File: src/rtl/count_seq_ctrl.sv
// Sequencer for an external loadable up/down counter: load, run to end value, then finish or reload.
// Load strobe one cycle after an accepted start; done pulses the cycle after the terminal event.
module count_seq_ctrl #(
  parameter int N = 4,
  parameter int W = 8
) (
  input  logic         clk,
  input  logic         resetn,
  input  logic         start,
  input  logic         stop,
  input  logic         hold,
  input  logic         mode_down,
  input  logic         one_shot,
  input  logic [N-1:0] start_val,
  input  logic [N-1:0] end_val,
  input  logic [N-1:0] ctr_count,
  output logic         ctr_load,
  output logic         ctr_en,
  output logic         ctr_up_down,
  output logic [N-1:0] ctr_d,
  output logic         busy,
  output logic         done,
  output logic [W-1:0] evt_cnt
);

  typedef enum logic [1:0] {IDLE, LOAD, RUN} state_t;

  state_t       state, state_nxt;
  logic [N-1:0] start_sh, end_sh;
  logic         dir_sh, one_shot_sh;
  logic         accept, term, at_end;

  assign at_end      = (ctr_count == end_sh);
  assign ctr_up_down = dir_sh;
  assign ctr_d       = start_sh;

  always_comb begin
    state_nxt = state;
    ctr_load  = 1'b0;
    ctr_en    = 1'b0;
    accept    = 1'b0;
    term      = 1'b0;
    case (state)
      IDLE: begin
        if (start && !stop) begin
          accept    = 1'b1;
          state_nxt = LOAD;
        end
      end
      LOAD: begin
        if (stop) begin
          state_nxt = IDLE;
        end else begin
          ctr_load  = 1'b1;
          state_nxt = RUN;
        end
      end
      RUN: begin
        // stop outranks a terminal event landing in the same cycle
        if (stop) begin
          state_nxt = IDLE;
        end else begin
          ctr_en = ~hold & ~at_end;
          if (at_end) begin
            term      = 1'b1;
            state_nxt = one_shot_sh ? IDLE : LOAD;
          end
        end
      end
      default: state_nxt = IDLE;
    endcase
  end

  always_ff @(posedge clk or negedge resetn) begin
    if (!resetn) begin
      state       <= IDLE;
      start_sh    <= '0;
      end_sh      <= '0;
      dir_sh      <= 1'b0;
      one_shot_sh <= 1'b0;
      busy        <= 1'b0;
      done        <= 1'b0;
      evt_cnt     <= '0;
    end else begin
      state <= state_nxt;
      busy  <= (state_nxt != IDLE);
      done  <= term & one_shot_sh;
      if (accept) begin
        start_sh    <= start_val;
        end_sh      <= end_val;
        dir_sh      <= mode_down;
        one_shot_sh <= one_shot;
        evt_cnt     <= '0;
      end else if (term && (evt_cnt != {W{1'b1}})) begin
        evt_cnt <= evt_cnt + 1'b1;
      end
    end
  end

endmodule
File: config.mk
export PLATFORM = sky130hd
export DESIGN_NAME = count_seq_ctrl
export DESIGN_NICKNAME = d
export VERILOG_FILES = /design/src/rtl/count_seq_ctrl.sv
export SDC_FILE = /design/constraint.sdc
export NUM_CORES = 1
export LEC_CHECK = 0
export ABC_CLOCK_PERIOD_IN_PS = 1700
export CAP_MARGIN = 20
export CORE_ASPECT_RATIO = 0.9
export CORE_MARGIN = 3
export CORE_UTILIZATION = 42
export CTS_BUF_LIST = sky130_fd_sc_hd__clkbuf_4
export DETAILED_ROUTE_END_ITERATION = 12
export HOLD_SLACK_MARGIN = 0.03
export PLACE_DENSITY = 0.75
export SYNTH_ARGS = -nofsm -noshare
export SYNTH_HDL_FRONTEND = slang
export SYNTH_SLANG_ARGS = --single-unit
File: constraint.sdc
create_clock -name clk -period 1.7 [get_ports clk]
set_input_delay 0.34 -clock clk [delete_from_list [all_inputs] [get_ports clk]]
set_output_delay 0.34 -clock clk [all_outputs]
set_load 0.01 [all_outputs]
==> flow_summary.toml <==
[run_status]
outcome = "finished, violations left"
violations = "setup timing"

[floorplan]
num_rows = 16
die_h_um = 54.3
die_area_mm2 = 0.00324
start_util = 0.469
die_x_um = 59.7
core-area_mm2 = 0.00232
pin_count = 36

[synth]
syn_nets = 134
avgSynthCellArea_um2 = 9.55
synth_cells = 114
synth_cell_types = 32
synth.cell_area_mm2 = 0.00109
synth_seq_cells = 22
ys_seq_area_frac = 0.506
yosysWarningCount = 0

[routing]
drc_errors = 0
num_vias = 1014
drt-initial-drc-count = 33
drtAntennaViolNets = 0
finalWirelength_um = 2670
routedWlPerCell_um = 14.0
firstDrtPassIters = 4
routed_via_density = 5.31

[power_and_ir_drop]
combPwrFrac = 0.243
power_mw = 1.36
p_clk_frac = 0.296
powerDensity_mw_per_mm2 = 822
p_int_mw = 1.01
p_sw_frac = 0.260
max-vdd-ir-drop_v = 0.000913
power.switching_mw = 0.354
seq_power_share = 0.460
p_leak_nw = 0.791

[timing]
drv_slew = 0
skew_ps = 2.76
setup_slack_ps = -76.0
rsz0062_at_grt = "yes"
worstMarginPinSlew_ps = 455
fin_crit_sh = 1.04
fin_crit_ps = 1780
final_hold_viol_count = 0
relSlewSlack = 0.696
fmaxAchievable_mhz = 563
setup_viol = 4

[min_path]
hold_path_class = "input pin to async pin"

[global_route]
grt_max_degree = 23
overflow = 0
grt_pass1_vias = 1045
grt_util_all_layers = 0.189
antenna_found_initial = 0
grt_pass1_wl_um = 4520

[worst_setup_path]
arrival_ps = 1440
reg2reg_depth = 7
worst_r2r_endpoint = "evt_cnt[3]$_DFFE_PN0P_"
path_max_fanout = 2
required_ps = 1360
worstSetupPathType = "input pin to primary output"
critPathCaptureType = "primary output"
regToRegSetupSlack_ps = -30
startpoint_type = "input pin"
rr_startpoint = "state[1]$_DFF_PN0_"

[final_layout]
syn_to_final_growth_pct = 52.2
drive_gt1_frac = 0.238
nNetsFinal = 185
utilization = 0.713
antenna_cells = 0

[flow_run]
max_cap_violations = 0

[clocking]
cts_made_buffers = 3
cts_tree = "done"
cts-root-buf = "clkbuf_4"
cts.sinks = 22
cts_buffer_depth = 2
cts_max_level = 1
clock_latency_ps = 310
clk_pin_slew_ps = 120

[placed_design]
place.gp.congestion = 0.785
port_buffers = 35
dpl.hpwl_um = 2010
## area by class of cell
class	instances	area, um2
Clock buffer	3	22.5
Clock inverter	1	30.0
Fill cell	183	666
Inverter	2	7.51
Multi-Input combinational cell	86	543
Sequential cell	22	553
Tap cell	27	33.8
Timing Repair Buffer	50	467
## worst max-delay path: stages
cell and delay, ps:
clkdlybuf4s50_1 460, xnor2_2 160, nand4_1 120, nand2_1 80, nor2_1 120, buf_2 160
## registers in the layout, summed over array words and instances (netlist names)
| name | cells |
|---|---|
| evt_cnt | 8 |
| ctr_d | 4 |
| end_sh | 4 |
| state | 2 |
| busy | 1 |
| ctr_up_down | 1 |
| done | 1 |
| one_shot_sh | 1 |
## power by group through the flow
| stage | Sequential, mW | Clock, mW | Combinational, mW |
|---|---|---|---|
| 6_report | 0.627 | 0.403 | 0.331 |
| 5_1_grt | 0.634 | 0.446 | 0.370 |
| 4_1_cts | 0.623 | 0.418 | 0.323 |
| 3_5_place_dp | 0.632 | 0 | 0.312 |
| 3_3_place_gp | 0.628 | 0 | 0.301 |
| 2_1_floorplan | 0.641 | 0 | 0.123 |
## cells in the final DEF, fill, tap and decap left out, drive strengths merged, types with 4 or more instances in the layout
cell type      count
nand2             37
a21oi              6
dfrtp             22
clkbuf             4
xnor2              4
nand3              5
o31ai              4
clkdlybuf4s50     28
nor2               4
buf               16
## metal layers
metal | track usage | vias to the layer above | routed length (um)
met5 | 0 | - | 0
met4 | 0.0406 | 0 | 40
met3 | 0.0755 | 7 | 210
met2 | 0.351 | 35 | 1360
met1 | 0.202 | 478 | 1060
li1 | - | 494 | -
## through the flow
step                      setup WS (ps)  cell area, um2  setup TNS, ps  std cells  hold slack (ps)
after detailed placement           -463            1540          -4020        184              467
after CTS                         -56.1            1610           -100        190              352
after global placement             -379            1540          -3310        184              458
after floorplan                    46.7            1090              0        114             44.4
final                             -76.0            1660           -170        191              352
after global routing               -154            1660           -540        191              353
## cells by family after synthesis
| kind of cell | after synthesis | synth area share |
|---|---|---|
| flip-flops | 22 | 0.506 |
| XOR/XNOR | 4 | 0.0322 |
| adder cells (fa/ha/maj) | 1 | 0.0115 |
| multiplexers | 3 | 0.0276 |
| AO/OA/AOI/OAI | 14 | 0.0828 |
| buffers and inverters | 6 | 0.0402 |
| AND/OR/NAND/NOR | 64 | 0.300 |
## timing repair
item | 4_1_cts | 5_1_grt
buffers inserted | 2 | 1
gates resized for setup | 12 | 10
hold buffers | 0 | 0
endpoints found under the setup margin | 6 | 11
pin swaps | 1 | 1
## synthesized netlist by cell type
cell type,count,area share
nand4_1,3,0.017
nand2_1,37,0.13
buf_4,1,0.0069
clkbuf_8,1,0.013
buf_6,1,0.010
nor3b_4,1,0.017
mux2i_1,3,0.028
and4_1,1,0.0080
or4_1,2,0.014
nand2b_1,1,0.0058
xnor2_1,4,0.032
or3_1,1,0.0058
inv_1,2,0.0069
o31ai_1,4,0.028
nor4_1,2,0.011
or2_2,1,0.0058
and2_1,1,0.0058
a21oi_1,5,0.023
or4_4,1,0.010
clkbuf_1,1,0.0034
a21oi_2,1,0.0080
nand3_1,5,0.023
ha_1,1,0.011
o21a_1,1,0.0069
or3_2,1,0.0069
o21ai_0,2,0.0092
o21ai_2,1,0.0080
and3_2,1,0.0069
nor4b_2,1,0.014
nand3b_1,1,0.0069
dfrtp_1,22,0.51
nor2_1,4,0.014
## worst max-delay path by stage
stage | from | to | slack, ps
final | ctr_count[3] | ctr_en | -80
after CTS | ctr_count[3] | ctr_en | -60
after floorplan | evt_cnt[0]$_DFFE_PN0P_ | evt_cnt[4]$_DFFE_PN0P_ | 50
after detailed placement | stop | ctr_en | -460
after global placement | stop | ctr_en | -380
after global routing | ctr_count[3] | ctr_en | -150
(Power assumes the default switching activity.)
==> variant 1 (same settings) <==
The parameter `N` goes from 4 to 3.
--- a/src/rtl/count_seq_ctrl.sv
+++ b/src/rtl/count_seq_ctrl.sv
@@ -1,7 +1,7 @@
 // Sequencer for an external loadable up/down counter: load, run to end value, then finish or reload.
 // Load strobe one cycle after an accepted start; done pulses the cycle after the terminal event.
 module count_seq_ctrl #(
-  parameter int N = 4,
+  parameter int N = 3,
   parameter int W = 8
 ) (
   input  logic         clk,
Interface: changed (resized ctr_count, ctr_d, end_val and start_val); port bits go from 36 to 32. No check against the original RTL was run, so the function may have changed too.
==> variant 1 against the unedited design <==
- the flow still finishes with violations (negative setup slack)
- power decreased by 18%
- hold slack improved by 0.014 ns
- worst setup slack got worse by 0.30 ns
- sequential cell count down 2
- routed wire length increased by 13%
- largest cell class is now multi-input gates
- global-route usage is 3.0 points higher
- clock power down 44%
- synthesized area down 14%
- cell area is 3.2% lower
==> variant 1: results (changes against the unedited design) <==
outcome:
  status: "finished with violations"
  violations: "negative setup slack"
pwr:
  vdd_drop_max_v: 0.000521  # -43%
  p_leak_nw: 0.702  # -11%
critical_path:
  critPathMaxStageDelay_ns: 0.57  # +0.11 ns
  crit_type: "flip-flop to flip-flop"
  critPathSlowestCell: "or4_4"
  cp.arrival_ns: 2.32  # +0.88 ns
  cpLargestDelayFamily: "simple AND/OR/NAND/NOR gates"
  reg2reg_depth: 4  # -3
  cp-startpoint: "state[0]"
  regToRegSetupSlack_ns: -0.38  # -0.35 ns
  path_max_fanout: 5  # +3
  r2r_end: "evt_cnt[6]"
logic_synthesis:
  synthCells: 99  # -13%
  yosysSeqAreaShare_pct: 53.2  # +2.6 points
  synth_common_cells: "nand2_1, dfrtp_1, a21oi_1, o31ai_1, or4_1"
  netlist_top_cells_area: "dfrtp_1, nand2_1, o31ai_1, or4_1, xor2_1"
timing:
  fin_setup_tns_ns: -2.66  # -2.49 ns
  setup_viol: 10  # +6
  relSlewSlack_pct: 62.3  # -7.3 points
  skew_ns: 0.00357  # +0.000811 ns
  fin_ws_ns: -0.378  # -0.302 ns
  hold_slack_ns: 0.366  # +0.0139 ns
detailed_routing:
  wl_met1_um: 1200  # +13%
  dr.first_iter.drc_count: 15  # -55%
  vias_per_cell: 5.61  # +5.6%
  drt-wirelength-per-cell_um: 16.9  # +21%
  wl_met3_um: 185  # -12%
final_layout:
  fill_cells: 137  # -25%
  nets: 172  # -7.0%
  layout-drive-gt1-share_pct: 37.9  # +14 points
place:
  dp_slack_ns: -0.825  # -0.362 ns
  place.gp.congestion: 0.895  # +14%
  dpl_cell_area_um2: 1410  # -8.1%
  io_buffers: 31  # -11%
  dp_hpwl_um: 1870  # -6.6%
grt:
  grt_pass1_vias: 1042  # -0.29%
  grt_pass1_wl_um: 4730  # +4.6%
  gr-usage-all-layers_pct: 21.9  # +3.0 points
clock_network:
  cts_sinks: 20  # -9.1%
## variant 1: where the power goes
group	internal [mW]	switching, mW
Clock	0.0829	0.144
Combinational	0.173	0.148
Sequential	0.527	0.0368
## variant 1: worst reg2reg max path, stage by stage (launching register included)
cell and delay, ns:
dfrtp_1 0.41, or3b_4 0.40, or4_4 0.57, or4_1 0.49, a21oi_1 0.14
## variant 1: kinds of logic after synthesis
| family | count (synthesis) | share of synthesized area, % |
|---|---|---|
| mux | 1 | 1.06 |
| flops | 20 | 53.2 |
| xor+xnor | 3 | 2.79 |
| simple gates | 51 | 27.3 |
| compound gates | 17 | 11.7 |
| fa+ha+maj | 1 | 1.33 |
| buf+inv | 6 | 2.66 |
## variant 1: worst min-delay path by stage
stage	startpoint	to	cells after the start
final	resetn	evt_cnt[4]	2
after global routing	resetn	state[1]	2
after CTS	resetn	evt_cnt[4]	2
after detailed placement	ctr_up_down	ctr_up_down	2
after global placement	ctr_d[2]	ctr_d[2]	2
after floorplan	resetn	busy	0
## variant 1: metal layers
metal	vias to the layer above	track usage (%)
li1	459	-
met1	490	23.8
met2	38	37.8
met3	11	7.32
met4	0	12.3
met5	-	0
## variant 1: final cells by class
type | instances | share of cell area (%)
Clock buffer | 3 | 1.40
Inverter | 2 | 0.468
Multi-Input combinational cell | 74 | 34.6
Sequential cell | 20 | 31.4
Timing Repair Buffer | 54 | 30.2
Tap cell | 25 | 1.95
## variant 1: repair_timing
| item | CTS | global route |
|---|---|---|
| setup endpoints to repair | 15 | 17 |
| gates cloned | 1 | 0 |
| setup buffers | 1 | 3 |
| pin swaps | 14 | 6 |
| resized for setup | 29 | 15 |
| hold buffers | 0 | 0 |
==> variant 2 (same settings) <==
Made on the original files. Put one more register stage on the output `evt_cnt`, cleared by the reset. The value now appears one clock later. The other outputs are not delayed to match.
--- a/src/rtl/count_seq_ctrl.sv
+++ b/src/rtl/count_seq_ctrl.sv
@@ -24,6 +24,8 @@
 );
 
   typedef enum logic [1:0] {IDLE, LOAD, RUN} state_t;
+
+  logic [W-1:0] evt_cnt_s0;
 
   state_t       state, state_nxt;
   logic [N-1:0] start_sh, end_sh;
@@ -80,7 +82,7 @@
       one_shot_sh <= 1'b0;
       busy        <= 1'b0;
       done        <= 1'b0;
-      evt_cnt     <= '0;
+      evt_cnt_s0  <= '0;
     end else begin
       state <= state_nxt;
       busy  <= (state_nxt != IDLE);
@@ -90,11 +92,19 @@
         end_sh      <= end_val;
         dir_sh      <= mode_down;
         one_shot_sh <= one_shot;
-        evt_cnt     <= '0;
-      end else if (term && (evt_cnt != {W{1'b1}})) begin
-        evt_cnt <= evt_cnt + 1'b1;
+        evt_cnt_s0  <= '0;
+      end else if (term && (evt_cnt_s0 != {W{1'b1}})) begin
+        evt_cnt_s0 <= evt_cnt_s0 + 1'b1;
       end
     end
   end
 
+  always_ff @(posedge clk or negedge resetn) begin
+    if (!resetn) begin
+      evt_cnt <= '0;
+    end else begin
+      evt_cnt <= evt_cnt_s0;
+    end
+  end
+
 endmodule
Check against the original RTL: not equivalent (a bounded check fails within 4 cycles, from zero or initial values and one cycle with resetn low).
==> variant 2 against the unedited design <==
- the run still ends with negative setup slack left
- routed wire length rose by 1.2%
- first-iteration DRC count fell by 3.0%
- sequential share of layout area rose by 6.7 points
- sequential power rose by 32%
- cell area rose by 13%
- critical path depth fell by 1
- synthesized area rose by 14%
- sequential cell count rose by 8
- power rose by 16%
- register-to-register slack improved by 0.05 ns
- worst setup slack improved by 0.039 ns
==> variant 2: results (changes against the unedited design) <==
logic_synthesis:
  synth-xor-area-share_pct: 2.81  # -0.40 points
  syn_area_per_cell_um2: 13.0  # +36%
  synth-compound-area-share_pct: 9.55  # +1.3 points
  synthMuxAreaShare_pct: 9.85  # +7.1 points
  synth_common_cells: "dfrtp_1, mux2_2, a21oi_1"
  synthAdderAreaFrac_pct: 1.01  # -0.14 points
  netlist_top_cells_area: "dfrtp_1, mux2_2, a21oi_1, xnor2_1, o31ai_1"
  synth_nets: 116  # -13%
  yosysSeqAreaShare_pct: 60.3  # +9.7 points
final_layout:
  layout-drive-gt1-share_pct: 33.5  # +9.8 points
  nets: 174  # -5.9%
grt:
  grt_pass1_wl_um: 4630  # +2.4%
  grt_pass1_vias: 1083  # +3.6%
  gr-usage-all-layers_pct: 16.2  # -2.7 points
timing:
  skew_ns: 0.00698  # +0.00423 ns
  setup_viol: 1  # -3
  fin_ws_ns: -0.0372  # +0.0388 ns
place:
  dp_hpwl_um: 1950  # -2.8%
  dpl_cell_area_um2: 1760  # +14%
  place_inst: 185  # +0.54%
clock_network:
  h-tree-depth: 2  # +1
  clock_latency_ns: 0.32
  path_clk_slew_ns: 0.09  # -0.03 ns
  numCtsBuffers: 5  # +2
outcome:
  violations: "negative setup slack"
  status: "finished with violations"
detailed_routing:
  postRouteWirelength_um: 2700  # +1.2%
  dr.first_iter.drc_count: 32  # -3.0%
  vias_per_cell: 5.11  # -3.8%
  dr.pass1.iters: 4  # unchanged
pwr:
  vdd_drop_max_v: 0.000634  # -31%
  p_leak_nw: 0.823  # +4.1%
  intPower_mw: 1.17  # +16%
  combPwrFrac_pct: 22.3  # -2.0 points
critical_path:
  cp.arrival_ns: 1.40  # -0.04 ns
  critPathMaxStageDelay_ns: 0.48  # +0.02 ns
variant 2: cell count changes after synthesis, sizes merged, moves of 3 or more:
cell   unedited run  this run
mux2              0        10
nand2            37         3
nor2              4         1
nand3             5         2
dfrtp            22        30
variant 2: what timing repair did:
| action | 4_1_cts | 5_1_grt |
|---|---|---|
| buffers inserted | 0 | 2 |
| pin swaps | 0 | 5 |
| gates resized for setup | 7 | 10 |
| setup endpoints to repair | 2 | 8 |
variant 2: final cells by class:
type,instances,area (um2)
Clock buffer,6,45.0
Clock inverter,2,8.76
Fill cell,237,921
Inverter,1,3.75
Multi-Input combinational cell,62,520
Sequential cell,30,751
Tap cell,40,50.0
Timing Repair Buffer,54,493
variant 2: worst paths after layout:
kind | end | from | cells past startpoint | slack, ns
worst max-delay path | ctr_en | ctr_count[0] | 5 | -0.04
worst min-delay path | busy | resetn | 2 | 0.42
worst max register to register | evt_cnt_s0[7] | state[0] | 5 | 0.02
worst min register to register | evt_cnt[1] | evt_cnt_s0[1] | 0 | 0.43
max in group asynchronous | evt_cnt[6] | resetn | 2 | 1.00
min in group clk | evt_cnt[1] | evt_cnt_s0[1] | 0 | 0.43
variant 2: per-stage QoR:
stage	hold slack, ns	setup TNS [ns]	setup WS [ns]
floorplan	0.0444	0	0.176
CTS	0.423	-0.0437	-0.0437
finish	0.416	-0.0372	-0.0372
global route	0.431	-0.602	-0.155
global placement	0.407	-4.30	-0.444
detailed placement	0.411	-5.21	-0.501
variant 2: per-layer routing:
metal | share of wire (%) | track usage (%)
met5 | 0 | 0
met4 | 0 | 6.46
met2 | 53 | 28.7
met3 | 5.4 | 4.07
met1 | 42 | 19.0
